**src/rtl/sysbus_arbiter_pkg.sv**
```systemverilog
// rtl/sysbus_arbiter_pkg.sv - shared encodings for the two-port system bus arbiter
package sysbus_arbiter_pkg;

   typedef enum logic [2:0] {
      ST_IDLE,
      ST_STROBE,
      ST_XFER,
      ST_LAST,
      ST_DONE
   } state_t;

   localparam logic READ   = 1'b1;
   localparam logic WRITE  = 1'b0;
   localparam int   NPORTS = 2;

   function automatic logic [7:0] word_byte(input logic [31:0] w, input logic [1:0] idx);
      return 8'(w >> {idx, 3'b000});
   endfunction

endpackage

```
**src/rtl/sysbus_arbiter_rr_pick.sv**
```systemverilog
// rtl/sysbus_arbiter_rr_pick.sv - round-robin winner select for two requesters
module rr_pick (
   input  logic [1:0] req,
   input  logic       last,
   output logic       winner,
   output logic       valid
);

   // A tie goes to the port that was not served last; a lone request wins outright.
   always_comb begin
      valid  = |req;
      winner = (&req) ? ~last : req[1];
   end

endmodule

```
**src/rtl/sysbus_arbiter.sv**
```systemverilog
// rtl/sysbus_arbiter.sv - two-port word bus to byte-wide system memory arbiter
module sysbus_arbiter
   import sysbus_arbiter_pkg::*;
(
   input  logic        clk,
   input  logic        rst_n,
   input  logic        req0,
   input  logic        rw0,
   input  logic [13:0] addr0,
   input  logic [31:0] wdata0,
   output logic [31:0] rdata0,
   output logic        ack0,
   input  logic        req1,
   input  logic        rw1,
   input  logic [13:0] addr1,
   input  logic [31:0] wdata1,
   output logic [31:0] rdata1,
   output logic        ack1,
   output logic [15:0] mem_address,
   output logic [7:0]  mem_data_out,
   input  logic [7:0]  mem_data_in,
   output logic        mem_rw,
   output logic        mem_strobe,
   output logic        busy,
   output logic        grant_id
);

   state_t            state, state_n;
   logic [1:0]        cnt, cnt_n;
   logic              lat_rw, rw_n;
   logic [13:0]       lat_addr, addr_n;
   logic [31:0]       lat_wdata, wdata_n;
   logic              gid_n;
   logic              last_grant;
   logic [23:0]       rbuf;
   logic [NPORTS-1:0] req_vec;
   logic              pick, pick_valid;

   assign req_vec = {req1, req0};

   rr_pick u_pick (
      .req    (req_vec),
      .last   (last_grant),
      .winner (pick),
      .valid  (pick_valid)
   );

   always_comb begin
      state_n = state;
      cnt_n   = cnt;
      rw_n    = lat_rw;
      addr_n  = lat_addr;
      wdata_n = lat_wdata;
      gid_n   = grant_id;
      case (state)
         ST_IDLE: begin
            if (pick_valid) begin
               state_n = ST_STROBE;
               cnt_n   = 2'd0;
               gid_n   = pick;
               rw_n    = pick ? rw1    : rw0;
               addr_n  = pick ? addr1  : addr0;
               wdata_n = pick ? wdata1 : wdata0;
            end
         end
         ST_STROBE: begin
            state_n = ST_XFER;
            cnt_n   = 2'd0;
         end
         ST_XFER: begin
            if (cnt == 2'd3) state_n = ST_LAST;
            else             cnt_n   = cnt + 2'd1;
         end
         ST_LAST: state_n = ST_DONE;
         ST_DONE: state_n = ST_IDLE;
         default: state_n = ST_IDLE;
      endcase
   end

   // Outputs are flops loaded from the next-state view so they line up with the state they describe.
   always_ff @(posedge clk or negedge rst_n) begin
      if (!rst_n) begin
         state        <= ST_IDLE;
         cnt          <= 2'd0;
         lat_rw       <= 1'b0;
         lat_addr     <= '0;
         lat_wdata    <= '0;
         last_grant   <= 1'b1;
         rbuf         <= '0;
         rdata0       <= '0;
         rdata1       <= '0;
         ack0         <= 1'b0;
         ack1         <= 1'b0;
         mem_address  <= '0;
         mem_data_out <= '0;
         mem_rw       <= 1'b0;
         mem_strobe   <= 1'b0;
         busy         <= 1'b0;
         grant_id     <= 1'b0;
      end else begin
         state      <= state_n;
         cnt        <= cnt_n;
         lat_rw     <= rw_n;
         lat_addr   <= addr_n;
         lat_wdata  <= wdata_n;
         grant_id   <= gid_n;
         mem_strobe <= (state_n == ST_STROBE);
         busy       <= (state_n != ST_IDLE);
         ack0       <= (state_n == ST_DONE) && !gid_n;
         ack1       <= (state_n == ST_DONE) &&  gid_n;

         if (state_n == ST_STROBE || state_n == ST_XFER) begin
            mem_address  <= {addr_n, cnt_n};
            mem_rw       <= rw_n;
            mem_data_out <= (rw_n == WRITE) ? word_byte(wdata_n, cnt_n) : 8'h00;
         end else begin
            mem_data_out <= 8'h00;
         end

         // Read data lags its address by one cycle, so byte cnt-1 arrives while cnt is presented.
         if (state == ST_XFER && lat_rw == READ) begin
            case (cnt)
               2'd1:    rbuf[7:0]   <= mem_data_in;
               2'd2:    rbuf[15:8]  <= mem_data_in;
               2'd3:    rbuf[23:16] <= mem_data_in;
               default: ;
            endcase
         end

         if (state == ST_LAST && lat_rw == READ) begin
            if (grant_id) rdata1 <= {mem_data_in, rbuf};
            else          rdata0 <= {mem_data_in, rbuf};
         end

         if (state == ST_DONE) last_grant <= grant_id;
      end
   end

endmodule

```
**config.mk**
```make
export PLATFORM = sky130hd
export DESIGN_NAME = sysbus_arbiter
export DESIGN_NICKNAME = d
export VERILOG_FILES = /design/src/rtl/sysbus_arbiter_pkg.sv /design/src/rtl/sysbus_arbiter_rr_pick.sv /design/src/rtl/sysbus_arbiter.sv
export SDC_FILE = /design/constraint.sdc
export NUM_CORES = 1
export LEC_CHECK = 0
export CAP_MARGIN = 20
export CORE_MARGIN = 2
export CORE_UTILIZATION = 35
export DETAILED_ROUTE_END_ITERATION = 10
export GPL_TIMING_DRIVEN = 0
export PLACE_DENSITY_LB_ADDON = 0.08
export SETUP_SLACK_MARGIN = 0.5
export SLEW_MARGIN = 20
export SYNTH_ARGS = -nofsm -noshare
export SYNTH_HDL_FRONTEND = slang
export SYNTH_SLANG_ARGS = --single-unit
export TNS_END_PERCENT = 5
```
**constraint.sdc**
```tcl
create_clock -name clk -period 2.85 [get_ports clk]
set_input_delay 0.4275 -clock clk [delete_from_list [all_inputs] [get_ports clk]]
set_output_delay 0.4275 -clock clk [all_outputs]
set_load 0.02 [all_outputs]
```
Word level (Yosys, flattened, before mapping)
Index checks and enable logic that the tools add are counted.
- bitwise operators: 2
- $lt $le $gt $ge: 0
- equal/unequal tests: 10
- divide/modulo/power cells: 0
- mux-type cells: 20
- reduce and logical (&&, ||, !) cells: 15
- shift-type cells: 1
- $add $sub $neg: 1
- $mul: 0
- operators with widths (cell ; number):
    two-way mux 32 bit ; 3
    two-way mux 14 bit ; 3
    right shift 32 x 5 -> 8 bit ; 1
    two-way mux 8 bit ; 2
    one-hot mux 3 bit (4 select lines) ; 1
    AND reduction 2 bit ; 6
    == test 3 x 2 -> 1 bit, second input constant ; 3
    == test 3 x 1 -> 1 bit, second input constant ; 2
    == test 3 bit, second input constant ; 2
    two-way mux 1 bit ; 6
    two-way mux 3 bit ; 2
    one-hot mux 2 bit (3 select lines) ; 1
    == test 2 bit, second input constant ; 2
    logical AND 1 bit ; 4
    two-way mux 2 bit ; 2
    logical NOT 3 bit ; 1
    nonzero test 3 bit ; 1
    adder 2 x 1 -> 2 bit, second input constant ; 1
    == test 2 x 1 -> 1 bit, second input constant ; 1
    NOT 1 bit ; 2
    OR reduction 2 bit ; 1
    logical NOT 1 bit ; 1
    logical OR 1 bit ; 1
- RAM bits: 0
- register bits: 171
- memories: 0
- word-level logic and storage cells: 68
- bits in read-only memories: 0
- latch bits: 0
- output and inout port bits: 94

Longest topological paths before layout
Gate-level depths: netlist (run 1).
- word-level depth: 8
- gate-level depth with buffers: 9
- depth with buffers taken out: 5

Modules after synthesis
From an unflattened synthesis (run 1), not the netlist that was laid out.
- cells, all modules: 556
- area total of the unflattened synthesis: 7414.6 sq um
- by module, submodules not included (module ; times used ; cells an instance ; area each (sq um) ; seq. area each (sq um)):
    sysbus_arbiter ; 1 ; 554 ; 7400.8 ; 4280.4
    rr_pick ; 1 ; 2 ; 13.8 ; 0.0

Worst setup path before layout (run 1)
OpenSTA, ideal clock, no wires.
- kind: register -> register
- start point: register state[2]
- end point: register mem_data_out[4]
- arrival: 2.064 ns
- setup slack: 0.630 ns
- buffers on the path: 4
- setup time: 0.156 ns
- period minus slack after synthesis: 2.220 ns
- stages on the path, launching flop included: 10
- path through: dfrtp_1 > buf_6 > or3_4 > buf_6 > or3b_1 > buf_6 > buf_6 > o221a_2 > mux2i_1 > o22ai_1
- longest elaborated chain between the ends: 5
- RTL lines (what ; RTL line ; text):
    start, declared ; sysbus_arbiter.sv:28 ; state_t state, state_n;
    start signal, assigned ; sysbus_arbiter.sv:101 ; state <= state_n;
    logical NOT 3 bit ; sysbus_arbiter.sv:55 ; case (state)
    two-way mux 32 bit ; sysbus_arbiter.sv:55 ;
    via wdata_n[20] ; sysbus_arbiter.sv:32 ; logic [31:0] lat_wdata, wdata_n;
    right shift 32 x 5 -> 8 bit ; sysbus_arbiter_pkg.sv:17 ; return 8'(w >> {idx, 3'b000});
    two-way mux 8 bit ; sysbus_arbiter.sv:115 ; mem_data_out <= (rw_n == WRITE) ? word_byte(wdata_n, cnt_n) : 8'h00;
    two-way mux 8 bit ; sysbus_arbiter.sv:112 ; if (state_n == ST_STROBE || state_n == ST_XFER) begin
    end signal, assigned ; sysbus_arbiter.sv:115 ;
    end, declared ; sysbus_arbiter.sv:20 ; output logic [7:0] mem_data_out,
The timed path passes the listed nets, and every way through them passes these cells.
A chain may end at the register's enable or synchronous reset.

Worst setup path after layout (run 1)
- start point: register state[0]
- end point: register mem_data_out[6]
Same word-level chain as after synthesis.

==> results of run 1 <==
-- cells in the final DEF (no fill, tap or decap), types with 3 or more instances in the layout --
cell type | Yosys | layout
a21oi_1 | 4 | 4
a31oi_1 | 14 | 14
buf_1 | 5 | 4
buf_2 | 6 | 5
buf_4 | 4 | 9
buf_6 | 9 | 8
clkbuf_1 | 12 | 12
clkbuf_16 | 0 | 17
clkbuf_2 | 0 | 3
clkdlybuf4s50_1 | 0 | 198
clkinv_4 | 0 | 4
dfrtp_1 | 170 | 170
inv_1 | 5 | 5
inv_6 | 0 | 3
mux2_2 | 103 | 103
mux2i_1 | 16 | 14
nand2_1 | 35 | 35
nand3_1 | 3 | 3
nor2_1 | 22 | 22
nor2b_1 | 3 | 3
nor3_1 | 3 | 3
o221a_1 | 22 | 21
o221a_2 | 10 | 9
o22ai_1 | 10 | 10
or3_1 | 29 | 29
or3_2 | 3 | 3
-- cells in the mapped netlist, types with 6 or more instances --
master,number
dfrtp_1,170
buf_2,6
buf_6,9
nor2_1,22
clkbuf_1,12
mux2i_1,16
a31oi_1,14
nand2_1,35
mux2_2,103
or3_1,29
o221a_2,10
o221a_1,22
o22ai_1,10
-- cell families (layout without fill, tap and decap cells) --
logic type / Yosys count / after routing / synth area share
simple gates: 107 / 107 / 0.0761
mux: 119 / 119 / 0.188
buf+inv: 41 / 278 / 0.0348
compound gates: 72 / 72 / 0.0893
flops: 171 / 171 / 0.611
-- what timing repair did --
item / CTS / global route
hold endpoints to repair: 32 / 0
endpoints found under the setup margin: 38 / 58
gates resized for setup: 5 / 9
hold buffers: 1 / 0
pin swaps: 2 / 1
setup buffers: 4 / 0
-- state kept, by name, indices dropped and copies added, names as in the netlist, 2 cells and up --
name,cells
cnt,2
lat_addr,14
lat_wdata,32
mem_address,16
mem_data_out,8
rbuf,24
rdata0,32
rdata1,32
state,3
-- routing by layer --
| layer | vias up | track usage |
|---|---|---|
| met1 | 2573 | 0.251 |
| met4 | 0 | 0.0574 |
| met3 | 18 | 0.0367 |
| met2 | 147 | 0.292 |
| li1 | 2325 | - |
| met5 | - | 0 |
-- area by class of cell --
cell class / instances / share of cell area
Sequential cell: 171 / 0.426
Multi-Input combinational cell: 298 / 0.251
Timing Repair Buffer: 205 / 0.206
Clock buffer: 21 / 0.0459
Tap cell: 265 / 0.0330
Buffer: 36 / 0.0234
Clock inverter: 11 / 0.0133
Inverter: 5 / 0.00187
-- worst max-delay path, cell delays in order (launching register included) --
cell and delay (ns):
dfrtp_1 0.35, buf_4 0.16, or3_4 0.36, buf_6 0.13, or3b_1 0.38, buf_6 0.14, buf_8 0.13, o221a_1 0.27
mux2i_2 0.22, o22ai_1 0.10
-- final timing paths --
| kind | startpoint | to | slack, ns |
|---|---|---|---|
| min in group asynchronous | rst_n | lat_wdata[12]$_DFF_PN0_ | 0.57 |
| min reg2reg | rdata1[9]$_DFFE_PN0P_ | rdata1[9]$_DFFE_PN0P_ | 0.50 |
| min | rdata1[9]$_DFFE_PN0P_ | rdata1[9]$_DFFE_PN0P_ | 0.50 |
| max reg2reg | state[0]$_DFF_PN0_ | mem_data_out[6]$_DFF_PN0_ | 0.43 |
| max | state[0]$_DFF_PN0_ | mem_data_out[6]$_DFF_PN0_ | 0.43 |
| max in group asynchronous | rst_n | rbuf[22]$_DFFE_PN0P_ | 1.38 |
-- where the power goes --
part           leakage (nW)  internal, mW  total, mW  switching, mW
sequential             2.01          3.62       4.19          0.566
combinational          1.89          2.87       5.58           2.71
clock                 0.289          1.35       2.31          0.957
-- stage by stage --
step	instances	worst slack (ns)	util	cell area, µm²	hold slack (ns)
after floorplan	510	0.630	-	7000	0.132
after global placement	974	-5.55	0.478	9330	0.488
after detailed placement	975	-0.187	0.479	9360	0.423
after CTS	1012	0.402	0.513	10000	0.510
after global routing	1012	0.310	0.514	10000	0.521
final	1012	0.430	0.514	10000	0.502
==> flow_metrics.py, run 1 <==
metrics = {
    "detailed_routing": {
        "top_layer": "met4",
        "wl_um": 19000,
        "detail-route-antenna-nets": 0,
        "route.detailed.drc": 0,
        "dr.pass1.iters": 4,
        "dr_wl_met3_um": 962,
        "drtIter0Drc": 184,
        "vias": 5063,
        "m1WireLength_um": 8770,
        "dr_wl_met2_um": 8980,
        "routedWlPerCell_um": 18.7,
        "viasPerCell": 5.00,
    },
    "setup_path": {
        "cp_max_fo": 10,
        "required_ns": 3.11,
        "cp-start-kind": "register",
        "worst_setup_path_end_kind": "register",
        "crit_type": "reg2reg",
        "ff2ff_path_depth": 9,
        "cp.arrival_ns": 2.68,
    },
    "place": {
        "port_buffers": 199,
        "gp_congestion": 0.805,
        "place_hpwl_um": 13400,
    },
    "clock_network": {
        "cts_tree": "yes",
        "clk_pin_slew_ns": 0.06,
        "htree_num_levels": 4,
        "clock_sinks": 171,
        "clkLatencyLatePin_ns": 0.42,
        "clockRootBuffer": "clkbuf_16",
        "cts_buffers": 17,
        "clockBufferDepth": 2,
    },
    "yosys": {
        "yosys_warnings": 0,
        "async_flop_share": 1.00,
        "synth_nets": 616,
        "ys_types": 39,
        "ys_seq_elements": 171,
        "yosysSeqAreaShare": 0.611,
        "synth_edf_count": 0,
        "avgSynthCellArea_um2": 13.7,
        "synth_area_leaders": "dfrtp_1 61%, mux2_2 17%, o221a_1 3.5%, or3_1 2.6%, mux2i_1 2.3%",
        "ys.flop_type": "dfrtp_1",
        "synth_cells": 510,
        "synth_top_cell_by_area": "dfrtp_1",
        "syn-cell-area_um2": 7000,
        "synth_top_area_share": 0.607,
    },
    "floorplan": {
        "row_count": 51,
        "initial_core_util": 0.359,
        "coreArea_um2": 19500,
        "fp.dieArea_um2": 21200,
        "boundaryPins": 200,
        "die_width_um": 145,
        "die-height_um": 145,
    },
    "sta": {
        "setup_viol": 0,
        "tightestPinTransition_ns": 0.719,
        "grt_setup_unrepaired": "yes",
        "slew_headroom": 0.520,
        "hold_violations": 0,
        "drv_slew": 0,
        "min_period_ns": 2.42,
        "fin_tns_setup_ns": 0,
        "skew_ns": 0.0105,
        "fin_crit_sh": 0.849,
        "fmax_ghz": 0.413,
    },
    "global_route": {
        "gr-total-overflow": 0,
        "grt_util_all_layers": 0.182,
        "antenna_found_initial": 0,
        "grt_pass1_wl_um": 30200,
        "grt_start_max_net_pins": 101,
        "grt_pass1_vias": 5449,
    },
    "pwr": {
        "power_leakage_nw": 4.19,
        "ir_worst_vdd_mv": 0.493,
        "power_density_nw_per_um2": 1200,
        "fin_total_pwr_mw": 12.1,
    },
    "worst_hold_path": {
        "hp-class": "reg2reg",
        "holdPathStages": 1,
    },
    "finish": {
        "n_antenna_cell": 0,
        "drive_gt1_frac": 0.246,
        "layout.nets": 840,
        "nFillCells": 1732,
        "area_growth_pct": 43.4,
        "area.sequential_um2": 4280,
        "multi_input_area_um2": 2520,
    },
    "job": {
        "maxCapViolations": 0,
    },
    "outcome": {
        "status": "completed",
    },
}
Note: power is estimated with default switching activity, not from simulation.
==> inputs of run 2 (changes only) <==
==> constraint.sdc (replaced) <==
create_clock -name clk -period 2.3 [get_ports clk]
set_input_delay 0.345 -clock clk [delete_from_list [all_inputs] [get_ports clk]]
set_output_delay 0.345 -clock clk [all_outputs]
set_load 0.02 [all_outputs]
==> run 2 against run 1 <==
The run now ends with negative setup slack left. Core utilization increased by 4.1 points. Critical path depth unchanged. Sequential power increased by 25%. Global-route usage about the same. Sequential cell count unchanged. Cell count increased by 2.2%. Via count increased by 2.3%.
==> flow_metrics.py, run 2 (same netlist as run 1, synthesis figures left out) <==
metrics = {
    "outcome": {
        "violations": "negative setup slack",
        "status": "complete, but fails checks",
    },
    "detailed_routing": {
        "route.detailed.drc": 0,
        "wl_um": 19900,
        "viasPerCell": 5.01,
        "dr.pass1.iters": 4,
        "drtIter0Drc": 165,
        "detail-route-antenna-nets": 0,
        "vias": 5177,
        "routedWlPerCell_um": 19.3,
    },
    "pwr": {
        "ir_worst_vdd_mv": 0.710,
        "power_density_nw_per_um2": 1530,
        "power_leakage_nw": 4.63,
    },
    "setup_path": {
        "crit_chain": "buf_6 > or3_4 > buf_6 > or3b_4 > buf_12 > buf_16 > o221a_4 > mux2i_1 > o22ai_1",
        "crit_type": "reg2reg",
        "reg2reg_to": "mem_data_out[4]$_DFF_PN0_",
        "worst_path_most_repeated_cell": "buf_6",
        "cp_max_fo": 6,
        "cp-startpoint": "state[2]$_DFF_PN0_",
        "path_delay_family": "simple AND/OR/NAND/NOR gates",
        "cp-start-kind": "register",
        "slowest_delay_ns": 0.38,
        "required_ns": 2.58,
        "cp_slowest_cell": "dfrtp_1",
        "reg2reg_from": "state[2]$_DFF_PN0_",
        "cp_num_buf_inv": 4,
        "cp.arrival_ns": 2.67,
        "worst_setup_path_end_kind": "register",
        "rrSetupSlack_ns": -0.08,
        "ff2ff_path_depth": 9,
    },
    "sta": {
        "drv_slew": 0,
        "fin_crit_sh": 1.04,
        "grt_setup_unrepaired": "yes",
        "skew_ns": 0.0135,
        "slew_headroom": 0.547,
        "fin_tns_setup_ns": -0.419,
        "setup_slack_ns": -0.0840,
        "tightestPinTransition_ns": 0.674,
        "hold_violations": 0,
        "fmax_ghz": 0.419,
        "min_period_ns": 2.38,
        "setup_viol": 8,
    },
    "clock_network": {
        "clk_pin_slew_ns": 0.07,
        "htree_num_levels": 4,
        "clock_sinks": 171,
        "clockRootBuffer": "clkbuf_16",
        "clockBufferDepth": 2,
        "cts_tree": "yes",
        "cts_buffers": 17,
        "clkLatencyLatePin_ns": 0.43,
    },
    "finish": {
        "final_common_cell": "clkdlybuf4s50_1",
        "area.sequential_um2": 4280,
        "reg_top3": "lat_wdata: 32 flops, rdata0: 32 flops, rdata1: 32 flops",
        "area_growth_pct": 54.9,
        "n_antenna_cell": 0,
        "multi_input_area_um2": 2850,
        "nFillCells": 1674,
        "layout.nets": 862,
        "drive_gt1_frac": 0.321,
        "finalCoreUtilization": 0.555,
        "final_cells": 1034,
        "final_cell_mix": "188 x clkdlybuf4s50_1, 170 x dfrtp_1, 82 x mux2_2",
    },
    "floorplan": {
        "initial_core_util": 0.359,
        "coreArea_um2": 19500,
        "die_width_um": 145,
        "boundaryPins": 200,
        "fp.dieArea_um2": 21200,
        "row_count": 51,
        "die-height_um": 145,
    },
    "worst_hold_path": {
        "hp-class": "in2async",
    },
    "job": {
        "maxCapViolations": 0,
    },
    "global_route": {
        "gr-total-overflow": 0,
        "grt_pass1_vias": 5565,
        "antenna_found_initial": 0,
        "grt_pass1_wl_um": 30600,
        "grt_start_max_net_pins": 93,
        "grt_util_all_layers": 0.183,
    },
    "place": {
        "gp_congestion": 0.794,
        "place_inst": 975,
        "place_hpwl_um": 13400,
        "port_buffers": 199,
    },
}
==> run 2: cell types whose count changed in the layout (fill, tap and decap cells not counted), moves of 6 or more <==
cell,delta
clkdlybuf4s50_1,-10
buf_8,+8
a31oi_1,-6
mux2_2,-21
buf_4,+13
mux2_4,+21
o221a_4,+10
clkbuf_1,-9
o221a_2,-6
dlymetal6s2s_1,+9
==> run 2: routing by layer <==
layer | vias up | track usage | share of wire
met5 | - | 0 | 0
met1 | 2656 | 0.245 | 0.46
met3 | 22 | 0.0442 | 0.045
met2 | 141 | 0.293 | 0.48
li1 | 2358 | - | -
met4 | 0 | 0.0608 | 0.017
==> run 2: worst max-delay path by stage <==
stage	to	slack, ns	cells after the start
final	mem_data_out[4]$_DFF_PN0_	-0.08	9
after floorplan	mem_data_out[4]$_DFF_PN0_	0.08	9
after global routing	mem_data_out[1]$_DFF_PN0_	-0.11	11
after CTS	mem_data_out[6]$_DFF_PN0_	-0.1	9
after detailed placement	mem_data_out[6]$_DFF_PN0_	-0.71	7
after global placement	rdata0[28]$_DFFE_PN0P_	-6.03	1
==> run 2: cell type report <==
class | count | share of cell area
flip-flops and latches | 171 | 0.395
multi-input cells | 298 | 0.263
repair buffers | 227 | 0.215
clock buffers | 18 | 0.0405
plain buffers | 36 | 0.0372
well taps | 265 | 0.0306
clock inverters | 14 | 0.0167
inverters | 5 | 0.00173
==> run 2: worst register-to-register path, stage by stage, from the launching register on <==
cell,delay (ns)
dfrtp_1,0.38
buf_6,0.12
or3_4,0.36
buf_6,0.12
or3b_4,0.37
buf_12,0.16
buf_16,0.13
o221a_4,0.26
mux2i_1,0.21
o22ai_1,0.13
==> run 2: through the flow <==
step | total power [mW] | hold slack, ns | worst slack (ns) | area [µm²]
2_1_floorplan | 9.17 | 0.0494 | 0.0802 | 7000
3_3_place_gp | 11.9 | 0.489 | -6.03 | 9330
3_5_place_dp | 12.0 | 0.367 | -0.715 | 9360
4_1_cts | 15.4 | 0.496 | -0.0951 | 10200
5_1_grt | 17.4 | 0.515 | -0.110 | 10800
6_report | 16.6 | 0.473 | -0.0840 | 10800
==> run 2: what timing repair did <==
| action | CTS | global route |
|---|---|---|
| hold endpoints to repair | 79 | 0 |
| pin swaps | 11 | 16 |
| cloned | 1 | 3 |
| endpoints found under the setup margin | 152 | 168 |
| buffers inserted | 6 | 16 |
| hold buffers | 1 | 0 |
| gates resized for setup | 33 | 134 |
==> run 2: power breakdown <==
part | switching [mW] | internal (mW) | total, mW
registers | 0.760 | 4.49 | 5.25
logic | 3.77 | 4.54 | 8.32
clock network | 1.25 | 1.77 | 3.01
total | 5.78 | 10.8 | 16.6
==> inputs of run 3 (changes only) <==
--- a/config.mk
+++ b/config.mk
@@ -8,6 +8,7 @@
 export CAP_MARGIN = 20
 export CORE_MARGIN = 2
 export CORE_UTILIZATION = 35
+export CTS_BUF_LIST = sky130_fd_sc_hd__clkbuf_4 sky130_fd_sc_hd__clkbuf_8
 export DETAILED_ROUTE_END_ITERATION = 10
 export GPL_TIMING_DRIVEN = 0
 export PLACE_DENSITY_LB_ADDON = 0.08
==> run 3 against run 2 <==
The run still ends with negative setup slack left. Core utilization decreased by 1.5 points. Worst setup slack improved by 0.0092 ns. Largest cell class unchanged. Global-route usage grew 0.25 points. Worst hold slack got worse by 0.027 ns. Sequential power barely moved. First-iteration DRC count down 10%. Clock skew grew 0.0010 ns. Routed wire length shrank 1.4%. Cell count shrank 1.5%. Via count shrank 2.1%. Sequential cell count unchanged. Total power down 8.2%.
==> flow_metrics.py, run 3 (same netlist as run 1, synthesis figures left out) <==
metrics = {
    "outcome": {
        "status": "complete, but fails checks",
        "violations": "negative setup slack",
    },
    "place": {
        "dpl-instance-area_um2": 9360,
        "gp_congestion": 0.794,
        "place_hpwl_um": 13400,
        "port_buffers": 199,
    },
    "sta": {
        "fin_crit_sh": 1.03,
        "drv_slew": 0,
        "fmax_ghz": 0.421,
        "grt_setup_unrepaired": "yes",
        "setup_slack_ns": -0.0748,
        "slew_headroom": 0.581,
        "holdWs_ns": 0.447,
        "skew_ns": 0.0145,
        "tightestPinTransition_ns": 0.628,
        "setup_viol": 8,
        "hold_violations": 0,
        "min_period_ns": 2.37,
    },
    "detailed_routing": {
        "wl_um": 19600,
        "routedWlPerCell_um": 19.3,
        "route.detailed.drc": 0,
        "dr.pass1.iters": 4,
        "detail-route-antenna-nets": 0,
        "vias": 5068,
        "drtIter0Drc": 148,
        "viasPerCell": 4.97,
    },
    "setup_path": {
        "required_ns": 2.62,
        "worst_setup_path_end_kind": "register",
        "cp_max_fo": 8,
        "cp.arrival_ns": 2.70,
        "reg2reg_to": "mem_data_out[4]$_DFF_PN0_",
        "reg2reg_from": "state[1]$_DFF_PN0_",
        "endpoint": "mem_data_out[4]$_DFF_PN0_",
        "rrSetupSlack_ns": -0.07,
        "ff2ff_path_depth": 9,
        "cp-start-kind": "register",
        "crit_type": "reg2reg",
        "cp-startpoint": "state[1]$_DFF_PN0_",
    },
    "pwr": {
        "ir_worst_vdd_mv": 0.624,
        "power_leakage_nw": 4.79,
        "power_density_nw_per_um2": 1440,
        "fin_total_pwr_mw": 15.2,
    },
    "job": {
        "maxCapViolations": 0,
    },
    "finish": {
        "area_growth_pct": 50.8,
        "nFillCells": 1720,
        "final_common_cell": "dfrtp_1",
        "n_antenna_cell": 0,
        "drive_gt1_frac": 0.324,
        "layout.nets": 847,
        "design_area_um2": 10600,
        "final_cell_mix": "170 x dfrtp_1, 107 x clkdlybuf4s50_1, 91 x mux2_2",
        "reg_top3": "lat_wdata: 32 flops, rdata0: 32 flops, rdata1: 32 flops",
    },
    "global_route": {
        "grt_pass1_vias": 5578,
        "grt_util_all_layers": 0.185,
        "antenna_found_initial": 0,
        "grt_pass1_wl_um": 31000,
        "grt_start_max_net_pins": 93,
        "gr-total-overflow": 0,
    },
    "clock_network": {
        "cts_buffers": 17,
        "clockRootBuffer": "clkbuf_8",
        "clockBufferDepth": 2,
        "clkLatencyLatePin_ns": 0.46,
        "clk_pin_slew_ns": 0.09,
        "clock_sinks": 171,
        "htree_num_levels": 4,
        "cts_tree": "yes",
    },
    "floorplan": {
        "initial_core_util": 0.359,
        "coreArea_um2": 19500,
        "row_count": 51,
        "fp.dieArea_um2": 21200,
        "die-height_um": 145,
        "boundaryPins": 200,
        "die_width_um": 145,
    },
    "worst_hold_path": {
        "hp-class": "in2async",
    },
}
-- run 3: area by class of cell --
cell class / instances / area, µm² / share of cell area
Sequential cell: 171 / 4280 / 0.405
Clock inverter: 14 / 181 / 0.0172
Multi-Input combinational cell: 298 / 2920 / 0.277
Tap cell: 265 / 332 / 0.0314
Clock buffer: 18 / 248 / 0.0235
Timing Repair Buffer: 212 / 2150 / 0.204
Inverter: 5 / 21.3 / 0.00201
Buffer: 36 / 420 / 0.0398
-- run 3: per-stage QoR --
step / util / cells / setup slack [ns] / setup TNS, ns
3_5_place_dp: 0.479 / 975 / -0.715 / -17.11
5_1_grt: 0.541 / 1019 / -0.115 / -0.869
3_3_place_gp: 0.478 / 974 / -6.03 / -1042.64
4_1_cts: 0.519 / 1016 / -0.0966 / -0.472
6_report: 0.541 / 1019 / -0.0748 / -0.467
2_1_floorplan: - / 510 / 0.0802 / 0
-- run 3: repair_timing --
| item | CTS | global route |
|---|---|---|
| setup buffers | 7 | 2 |
| hold endpoints to repair | 79 | 0 |
| setup endpoints to repair | 214 | 167 |
| pin swaps | 12 | 25 |
| gates resized for setup | 143 | 104 |
| gates cloned | 1 | 1 |
| hold buffers | 1 | 0 |
-- run 3: power by group --
group | total [mW] | switching (mW) | internal, mW
sequential | 5.22 | 0.743 | 4.48
clock | 2.28 | 1.15 | 1.13
combinational | 7.72 | 3.76 | 3.96
total | 15.2 | 5.66 | 9.57
-- run 3: routing by layer --
layer / vias to the layer above / wire (µm) / track usage
met5: - / 0 / 0
met4: 0 / 279 / 0.0485
li1: 2334 / - / -
met3: 17 / 1000 / 0.0511
met1: 2572 / 9000 / 0.246
met2: 145 / 9350 / 0.302
-- run 3: worst min path at each step --
stage,from,to,slack (ns)
2_1_floorplan,rst_n,ack0$_DFF_PN0_,0.05
3_3_place_gp,rdata1[31]$_DFFE_PN0P_,rdata1[31]$_DFFE_PN0P_,0.49
3_5_place_dp,rst_n,lat_wdata[12]$_DFF_PN0_,0.37
4_1_cts,addr0[4],lat_addr[4]$_DFF_PN0_,0.45
5_1_grt,addr1[8],lat_addr[8]$_DFF_PN0_,0.46
6_report,rst_n,lat_wdata[12]$_DFF_PN0_,0.45
-- run 3: worst max-delay path: stages (launching register included) --
cell	delay [ns]
dfrtp_1	0.41
buf_6	0.14
or3_4	0.33
buf_6	0.12
or3b_4	0.37
buf_12	0.16
buf_16	0.13
o221a_4	0.26
mux2i_1	0.20
o22ai_1	0.12
